`config.mk`:
```
export PLATFORM = sky130hd
export DESIGN_NAME = uart_rx_unit
export DESIGN_NICKNAME = d
export VERILOG_FILES = /design/src/rtl/uart_rx_unit.sv
export SDC_FILE = /design/constraint.sdc
export NUM_CORES = 1
export LEC_CHECK = 0
export BUFFER_PORTS_ARGS = -buffer_cell sky130_fd_sc_hd__buf_2
export CAP_MARGIN = 20
export CORE_ASPECT_RATIO = 0.6
export CORE_MARGIN = 5
export CORE_UTILIZATION = 53
export CTS_BUF_LIST = sky130_fd_sc_hd__clkbuf_8 sky130_fd_sc_hd__clkbuf_16
export DETAILED_ROUTE_END_ITERATION = 8
export HOLD_SLACK_MARGIN = 0.12
export PLACE_DENSITY = 0.7
export SETUP_SLACK_MARGIN = 0.02
export SKIP_CTS_REPAIR_TIMING = 1
export SYNTH_ARGS = -nofsm -noshare
export SYNTH_HDL_FRONTEND = slang
export SYNTH_SLANG_ARGS = --single-unit
```
`constraint.sdc`:
```
create_clock -name clk -period 2.4 [get_ports clk]
set_input_delay 0.24 -clock clk [delete_from_list [all_inputs] [get_ports clk]]
set_output_delay 0.24 -clock clk [all_outputs]
set_load 0.03 [all_outputs]
```
`src/rtl/uart_rx_unit.sv`:
```
// uart_rx_unit: standalone UART receive path.
//   16x-oversampled 8N1 receiver (LSB first, idle high), free-running baud
//   tick generator, and a first-word-fall-through RX FIFO popped by the host.
// Ports:
//   clk       system clock, rising edge
//   rst       asynchronous active-low reset
//   rx        serial line, asynchronous to clk
//   rd_uart   pop request (ignored while rx_empty)
//   r_data    FIFO head byte, right-justified, upper bits 0
//   rx_empty  FIFO empty
//   rx_full   FIFO full
//   frame_err 1-clk pulse when the stop bit is sampled 0
//   overrun   1-clk pulse when a completed byte is dropped on a full FIFO
module uart_rx_unit #(
  parameter int clk_freq = 50000000,
  parameter int baud     = 115200,
  parameter int dbit     = 8,
  parameter int fifo_aw  = 2
) (
  input  logic       clk,
  input  logic       rst,
  input  logic       rx,
  input  logic       rd_uart,
  output logic [7:0] r_data,
  output logic       rx_empty,
  output logic       rx_full,
  output logic       frame_err,
  output logic       overrun
);

  localparam int DIV   = clk_freq / (16 * baud);
  localparam int CW    = (DIV > 1) ? $clog2(DIV) : 1;
  localparam int DEPTH = 2 ** fifo_aw;
  localparam logic [CW-1:0] TICK_LAST = CW'(DIV - 1);
  localparam logic [2:0]    N_LAST    = 3'(dbit - 1);

  typedef enum logic [1:0] {IDLE, START, DATA, STOP} state_t;

  // ---------------- input synchronizer ----------------
  logic rx_meta, rx_s;
  always_ff @(posedge clk or negedge rst) begin
    if (!rst) begin
      rx_meta <= 1'b1;
      rx_s    <= 1'b1;
    end else begin
      rx_meta <= rx;
      rx_s    <= rx_meta;
    end
  end

  // ---------------- baud tick (16x) ----------------
  logic [CW-1:0] tick_cnt;
  logic          tick;
  assign tick = (tick_cnt == TICK_LAST);

  always_ff @(posedge clk or negedge rst) begin
    if (!rst)      tick_cnt <= '0;
    else if (tick) tick_cnt <= '0;
    else           tick_cnt <= tick_cnt + 1'b1;
  end

  // ---------------- receive FSM ----------------
  state_t     state;
  logic [3:0] s_reg;
  logic [2:0] n_reg;
  logic [7:0] b_reg;
  logic       push_q;      // completed good frame, written to FIFO next edge
  logic [7:0] push_data;

  always_ff @(posedge clk or negedge rst) begin
    if (!rst) begin
      state     <= IDLE;
      s_reg     <= '0;
      n_reg     <= '0;
      b_reg     <= '0;
      push_q    <= 1'b0;
      push_data <= '0;
      frame_err <= 1'b0;
    end else begin
      push_q    <= 1'b0;
      frame_err <= 1'b0;
      unique case (state)
        IDLE: begin
          // Tick counter keeps running: up to one tick of start-edge jitter.
          if (!rx_s) begin
            state <= START;
            s_reg <= '0;
          end
        end
        START: if (tick) begin
          if (s_reg == 4'd7) begin
            s_reg <= '0;
            n_reg <= '0;
            // Line back high at mid start bit: a glitch, drop silently.
            state <= rx_s ? IDLE : DATA;
          end else begin
            s_reg <= s_reg + 1'b1;
          end
        end
        DATA: if (tick) begin
          if (s_reg == 4'd15) begin
            s_reg <= '0;
            b_reg <= {rx_s, b_reg[7:1]};
            if (n_reg == N_LAST) state <= STOP;
            else                 n_reg <= n_reg + 1'b1;
          end else begin
            s_reg <= s_reg + 1'b1;
          end
        end
        STOP: if (tick) begin
          if (s_reg == 4'd15) begin
            // Return to IDLE at mid stop bit so a back-to-back start edge
            // half a bit later is still caught.
            state     <= IDLE;
            s_reg     <= '0;
            push_q    <= rx_s;
            frame_err <= ~rx_s;
            // dbit < 8 leaves the data in the upper bits; right-justify.
            push_data <= b_reg >> (8 - dbit);
          end else begin
            s_reg <= s_reg + 1'b1;
          end
        end
        default: state <= IDLE;
      endcase
    end
  end

  // ---------------- RX FIFO ----------------
  // Pointers carry one extra wrap bit to tell full from empty.
  logic [fifo_aw:0]   wptr, rptr;
  logic [7:0]         mem [DEPTH];
  logic               pop, wr_en;

  assign rx_empty = (wptr == rptr);
  assign rx_full  = (wptr[fifo_aw] != rptr[fifo_aw]) &&
                    (wptr[fifo_aw-1:0] == rptr[fifo_aw-1:0]);
  assign pop      = rd_uart && !rx_empty;
  // A simultaneous pop frees the slot, so a push into a full FIFO still lands.
  assign wr_en    = push_q && (!rx_full || pop);
  assign r_data   = rx_empty ? 8'h00 : mem[rptr[fifo_aw-1:0]];

  always_ff @(posedge clk) begin
    if (wr_en) mem[wptr[fifo_aw-1:0]] <= push_data;
  end

  always_ff @(posedge clk or negedge rst) begin
    if (!rst) begin
      wptr    <= '0;
      rptr    <= '0;
      overrun <= 1'b0;
    end else begin
      overrun <= push_q && rx_full && !pop;
      if (wr_en) wptr <= wptr + 1'b1;
      if (pop)   rptr <= rptr + 1'b1;
    end
  end

endmodule

```
==> summary.md, run 1 <==
Layout
* final core occ: 0.626
* post-route insts no fill: 325
* Total Nets Final: 254
* antenna cell count: 0
* share of final-layout standard cells stronger than drive strength 1: 0.245
* commonest cells after routing, fill and taps aside: sky130_fd_sc_hd__dfrtp_1 (39), sky130_fd_sc_hd__edfxtp_1 (32), sky130_fd_sc_hd__mux2_2 (18)
* most frequent standard cell in the layout excluding fill and tap cells: sky130_fd_sc_hd__dfrtp_1
* flip-flop count of the largest register after layout: 32
* P&R area growth vs syn: 12.0%

Pwr
* maximum vdd ir drop: 0.450 mV
* cell-internal power: 1980 uW
* sequential group share of total power: 0.503
* net switching power: 699 uW
* Comb pwr share: 0.128
* Sw Ratio: 0.261
* static power due to leakage: 0.00166 uW
* power per unit of standard cell area: 747 nW/um^2
* Clock Power Share: 0.369

Global route
* pin count of the biggest net entering global routing: 42
* global route overflow: 0
* initial antenna violation count: 0
* GRT Resource Usage Total: 0.153
* via count of the first global-routing pass: 1649
* first-pass GRT wire length: 8790 um

Die
* area of the placeable core: 5730 sq um
* number of primary I/O pins: 16
* Die X: 110 um
* Initial Utilization: 0.559
* area enclosed by the die boundary: 7750 sq um
* height of the die: 70.2 um
* count of standard-cell rows: 21

Synth
* Post-Syn Nets: 230
* Synth Instances: 216
* Netlist Area Pre-Place: 3200 sq um
* number of synthesized register bits: 73
* Yosys Warn Count: 0
* Yosys cell types: 41
* synthesized area per cell: 14.8 sq um
* asr flop ratio synth: 0.562
* share of the yosys chip area belonging to registers: 0.621
* Main synth FF type: sky130_fd_sc_hd__dfrtp_1
* EDFF count, synth: 32

Clock tree
* clock sink count: 73
* maximum level of the CTS H-tree: 3
* Clk pin slew, worst setup/hold paths: 80 ps
* TritonCTS clock tree: done
* Skew-Pair Late Insertion Delay: 340 ps
* root buf cell: sky130_fd_sc_hd__clkbuf_8
* number of CTS-inserted buffers: 9
* maximum buffer depth of the clock tree: 2

Place
* cell count after placement: 307
* count of port buffers added during placement: 15
* final RePlAce weighted congestion: 0.783
* total half-perimeter wirelength after legalization and detailed placement: 3610 um

Drt
* ratio of routed vias to standard cells: 5.10
* drt wl/cell: 15.8 um
* DR DRC count: 0
* number of detailed-routing iterations run before antenna repair: 4
* via count: 1659
* antenna-violating nets left: 0
* drt first-iter violations: 129
* total wirelength of the detailed-routed design: 5120 um

Outcome
* status: complete, no violations

STA
* Min Clock Period, post-route: 2120 ps
* Tightest Pin Transition: 905 ps
* post-route clock skew: 7.92 ps
* maximum achievable frequency: 471 MHz
* setup repair after global routing missed its margin: no
* crit share post-route: 0.885
* number of failing hold endpoints at the final stage: 0
* Max Slew Vio Count: 0
* Max transition margin: 0.397
* Total Negative Setup Slacks: 0 ps
* final setup fails: 0

Worst setup path
* type of element capturing the critical path: output port
* crit path launch type: flip-flop
* Arrival @ worst endpoint: 1880 ps
* type of the worst setup path: flip-flop to output port
* data required time at the worst endpoint: 2160 ps
* maximum fanout count along the critical path: 10

Min path
* class of the most critical hold timing path: primary input to flip-flop

Job
* Maximum Capacitance Violations: 0

[power by group through the flow]
stage	Clock, uW	Sequential [uW]	Combinational (uW)
after CTS	1010	1350	349
after detailed placement	0	1370	346
after global routing	1070	1350	381
after floorplan	0	1370	262
after global placement	0	1380	341
final	989	1350	342
[cell families (layout without fill, tap and decap cells)]
logic type,count (synthesis),count (layout),share of synthesized area
AO/OA/AOI/OAI,16,16,0.0367
XOR/XNOR,10,10,0.0273
adder cells (fa/ha/maj),10,10,0.0391
buffers and inverters,20,49,0.0289
flip-flops,73,73,0.621
multiplexers,31,31,0.146
AND/OR/NAND/NOR,56,56,0.101
[cells in the mapped netlist, types with 2 or more instances]
cell / n / area share
sky130_fd_sc_hd__mux4_1: 8 / 0.066
sky130_fd_sc_hd__nand2b_1: 2 / 0.0039
sky130_fd_sc_hd__xor2_1: 5 / 0.014
sky130_fd_sc_hd__xnor2_1: 5 / 0.014
sky130_fd_sc_hd__o21ai_0: 4 / 0.0063
sky130_fd_sc_hd__clkbuf_1: 2 / 0.0023
sky130_fd_sc_hd__dfrtp_1: 39 / 0.30
sky130_fd_sc_hd__inv_1: 12 / 0.014
sky130_fd_sc_hd__nor2b_1: 12 / 0.023
sky130_fd_sc_hd__a31oi_1: 2 / 0.0039
sky130_fd_sc_hd__nand2_1: 10 / 0.012
sky130_fd_sc_hd__mux2i_1: 4 / 0.013
sky130_fd_sc_hd__nor2_1: 15 / 0.018
sky130_fd_sc_hd__nand3_1: 4 / 0.0063
sky130_fd_sc_hd__nand4b_1: 2 / 0.0055
sky130_fd_sc_hd__a22o_1: 3 / 0.0082
sky130_fd_sc_hd__mux2_2: 18 / 0.063
sky130_fd_sc_hd__nor3b_1: 2 / 0.0047
sky130_fd_sc_hd__a211o_1: 2 / 0.0055
sky130_fd_sc_hd__dfstp_2: 2 / 0.016
sky130_fd_sc_hd__ha_1: 10 / 0.039
sky130_fd_sc_hd__buf_4: 2 / 0.0047
sky130_fd_sc_hd__buf_2: 2 / 0.0031
sky130_fd_sc_hd__edfxtp_1: 32 / 0.30
[per-layer routing]
layer,up-vias,track usage,share of wire
met5,-,0,0
met1,792,0.251,0.53
met2,28,0.185,0.41
met3,4,0.0552,0.054
li1,835,-,-
met4,0,0.0410,0.0045
[through the flow]
step	total power (uW)	setup WS [ps]	instance area [sq um]	hold slack, ps
6_report	2680	276	3590	157
3_5_place_dp	1720	348	3360	346
4_1_cts	2710	243	3570	-30.3
3_3_place_gp	1720	411	3360	347
2_1_floorplan	1630	645	3200	-55.6
5_1_grt	2800	194	3590	173
[final cells by class]
| cell class | count | area, sq um |
|---|---|---|
| Sequential cell | 73 | 1990 |
| Tap cell | 80 | 100 |
| Fill cell | 457 | 2140 |
| Clock inverter | 7 | 82.6 |
| Clock buffer | 9 | 124 |
| Timing Repair Buffer | 21 | 125 |
| Multi-Input combinational cell | 123 | 1120 |
| Inverter | 12 | 45.0 |
[worst paths after layout]
kind                             startpoint     endpoint  slack (ps)  depth (start not counted)
worst max-delay path                rptr[0]    r_data[6]         280                          4
min in group asynchronous               rst     n_reg[1]         560                          2
worst max register to register  tick_cnt[0]     b_reg[3]         340                          6
max in group asynchronous               rst  tick_cnt[3]        1260                          2
worst min-delay path                rd_uart      overrun         160                          2
worst min register to register      rx_meta         rx_s         360                          0
[worst max-delay path, cell delays in order (launching register included)]
cell and delay [ps]:
sky130_fd_sc_hd__dfrtp_1 390, sky130_fd_sc_hd__buf_4 220, sky130_fd_sc_hd__mux4_1 610, sky130_fd_sc_hd__nor2b_1 150
sky130_fd_sc_hd__buf_2 170
No activity file was read; power rests on OpenSTA's default activity.
==> run 2: changes to the inputs <==
- CORE_ASPECT_RATIO: 0.6 -> unset
==> run 2 against run 1 <==
Effect of this change:
- total power decreased by 2.2%
- die area is 0.65% lower
- sequential share of layout area grew 0.19 points
- non-clock buffer count stayed put
- hold slack worse by 0.92 ps
- combinational power fell by 4%
- global-route usage down 0.75 points
- utilization is 1.9 points lower
- highest routed layer unchanged
==> summary.md, run 2 (synthesis gave the netlist of run 1 again) <==
Die
* area of the placeable core: 5890 sq um
* Initial Utilization: 0.544
* area enclosed by the die boundary: 7700 sq um
* count of standard-cell rows: 28
* height of the die: 87.7 um
* number of primary I/O pins: 16
* Die X: 87.7 um

Drt
* drt first-iter violations: 70
* DR DRC count: 0
* drt wl/cell: 15.0 um
* number of detailed-routing iterations run before antenna repair: 4
* total wirelength of the detailed-routed design: 4800 um
* ratio of routed vias to standard cells: 5.30
* antenna-violating nets left: 0
* via count: 1696

STA
* final setup fails: 0
* Tightest Pin Transition: 878 ps
* Min Clock Period, post-route: 2080 ps
* Final Hold Slack: 156 ps
* number of failing hold endpoints at the final stage: 0
* setup repair after global routing missed its margin: no
* crit share post-route: 0.866
* post-route clock skew: 14.4 ps
* Max Slew Vio Count: 0
* Max transition margin: 0.415
* maximum achievable frequency: 481 MHz
* Total Negative Setup Slacks: 0 ps

Job
* Maximum Capacitance Violations: 0

Global route
* initial antenna violation count: 0
* routing layer with the top usage in global route: met2
* met1 Usage GRT: 0.175
* via count of the first global-routing pass: 1685
* met3 GRT Util: 0.0574
* global route overflow: 0
* first-pass GRT wire length: 8140 um
* GRT Resource Usage Total: 0.145
* met2 Resource Use GR: 0.230
* pin count of the biggest net entering global routing: 42

Pwr
* Sw Ratio: 0.236
* maximum vdd ir drop: 0.417 mV
* cell-internal power: 2000 uW
* Comb pwr share: 0.125
* power per unit of standard cell area: 732 nW/um^2
* sequential group share of total power: 0.516
* net switching power: 617 uW
* Clock Power Share: 0.359
* static power due to leakage: 0.00167 uW

Layout
* most frequent standard cell in the layout excluding fill and tap cells: sky130_fd_sc_hd__dfrtp_1
* P&R area growth vs syn: 11.6%
* post-route standard cell area excluding fillers: 3570 sq um
* final core occ: 0.607
* post-route insts no fill: 320
* area occupied by multi-input gates: 1120 sq um
* fill cell instance count of the final layout: 450
* flip-flop count of the largest register after layout: 32
* storage element area: 1990 sq um
* Total Nets Final: 254
* commonest cells after routing, fill and taps aside: sky130_fd_sc_hd__dfrtp_1 (39), sky130_fd_sc_hd__edfxtp_1 (32), sky130_fd_sc_hd__mux2_2 (18)
* antenna cell count: 0
* share of final-layout standard cells stronger than drive strength 1: 0.233

Clock tree
* number of CTS-inserted buffers: 9
* TritonCTS clock tree: done
* clock sink count: 73
* Clk pin slew, worst setup/hold paths: 80 ps
* root buf cell: sky130_fd_sc_hd__clkbuf_8
* maximum level of the CTS H-tree: 3
* Skew-Pair Late Insertion Delay: 340 ps
* maximum buffer depth of the clock tree: 2

Place
* total half-perimeter wirelength after legalization and detailed placement: 3290 um
* cell count after placement: 302
* final RePlAce weighted congestion: 0.790
* area after detailed placement: 3350 sq um
* count of port buffers added during placement: 15

Worst setup path
* maximum fanout count along the critical path: 10
* crit path launch type: flip-flop
* type of the worst setup path: flip-flop to output port
* Arrival @ worst endpoint: 1840 ps
* data required time at the worst endpoint: 2160 ps
* type of element capturing the critical path: output port

Outcome
* status: complete, no violations

Min path
* class of the most critical hold timing path: primary input to flip-flop

-- run 2: cell types whose count changed in the layout (fill, tap and decap cells not counted) --
cell                         before  now
sky130_fd_sc_hd__clkbuf_8         9   11
sky130_fd_sc_hd__clkinvlp_4       2    1
sky130_fd_sc_hd__inv_1           12   15
sky130_fd_sc_hd__inv_6            3    0
sky130_fd_sc_hd__inv_8            1    0
-- run 2: power groups by stage --
stage	Clock, uW	Combinational (uW)	Sequential (uW)
final	940	328	1350
after CTS	969	334	1350
after floorplan	0	262	1370
after global placement	0	332	1380
after detailed placement	0	333	1380
after global routing	1040	363	1350
-- run 2: path summary, 6_finish.rpt --
| check | startpoint | to | slack (ps) | cells past startpoint |
|---|---|---|---|---|
| min in group asynchronous | rst | wptr[1] | 550 | 2 |
| worst min register to register | rx_meta | rx_s | 360 | 0 |
| worst min-delay path | rd_uart | overrun | 160 | 2 |
| worst max register to register | tick_cnt[0] | b_reg[0] | 370 | 6 |
| worst max-delay path | rptr[0] | r_data[7] | 320 | 4 |
| max in group asynchronous | rst | push_data[0] | 1280 | 2 |
-- run 2: routing by layer --
metal / wire length (um) / vias to the layer above
li1: - / 831
met1: 2110 / 827
met2: 2400 / 30
met3: 218 / 8
met4: 76 / 0
met5: 0 / -
-- run 2: cell type report --
class                           instances  share of cell area
Clock buffer                           11              0.0424
Clock inverter                          5              0.0137
Inverter                               12              0.0126
Multi-Input combinational cell        123               0.314
Sequential cell                        73               0.557
Tap cell                               75              0.0263
Timing Repair Buffer                   21              0.0350
-- run 2: worst max-delay path, stage by stage, from the launching register on --
cell	delay [ps]
sky130_fd_sc_hd__dfrtp_1	390
sky130_fd_sc_hd__buf_4	220
sky130_fd_sc_hd__mux4_1	580
sky130_fd_sc_hd__nor2b_1	140
sky130_fd_sc_hd__buf_2	170
-- run 2: through the flow --
stage | setup slack [ps] | total power, uW
2_1_floorplan | 645 | 1630
3_3_place_gp | 442 | 1710
3_5_place_dp | 399 | 1710
4_1_cts | 288 | 2650
5_1_grt | 214 | 2750
6_report | 323 | 2620
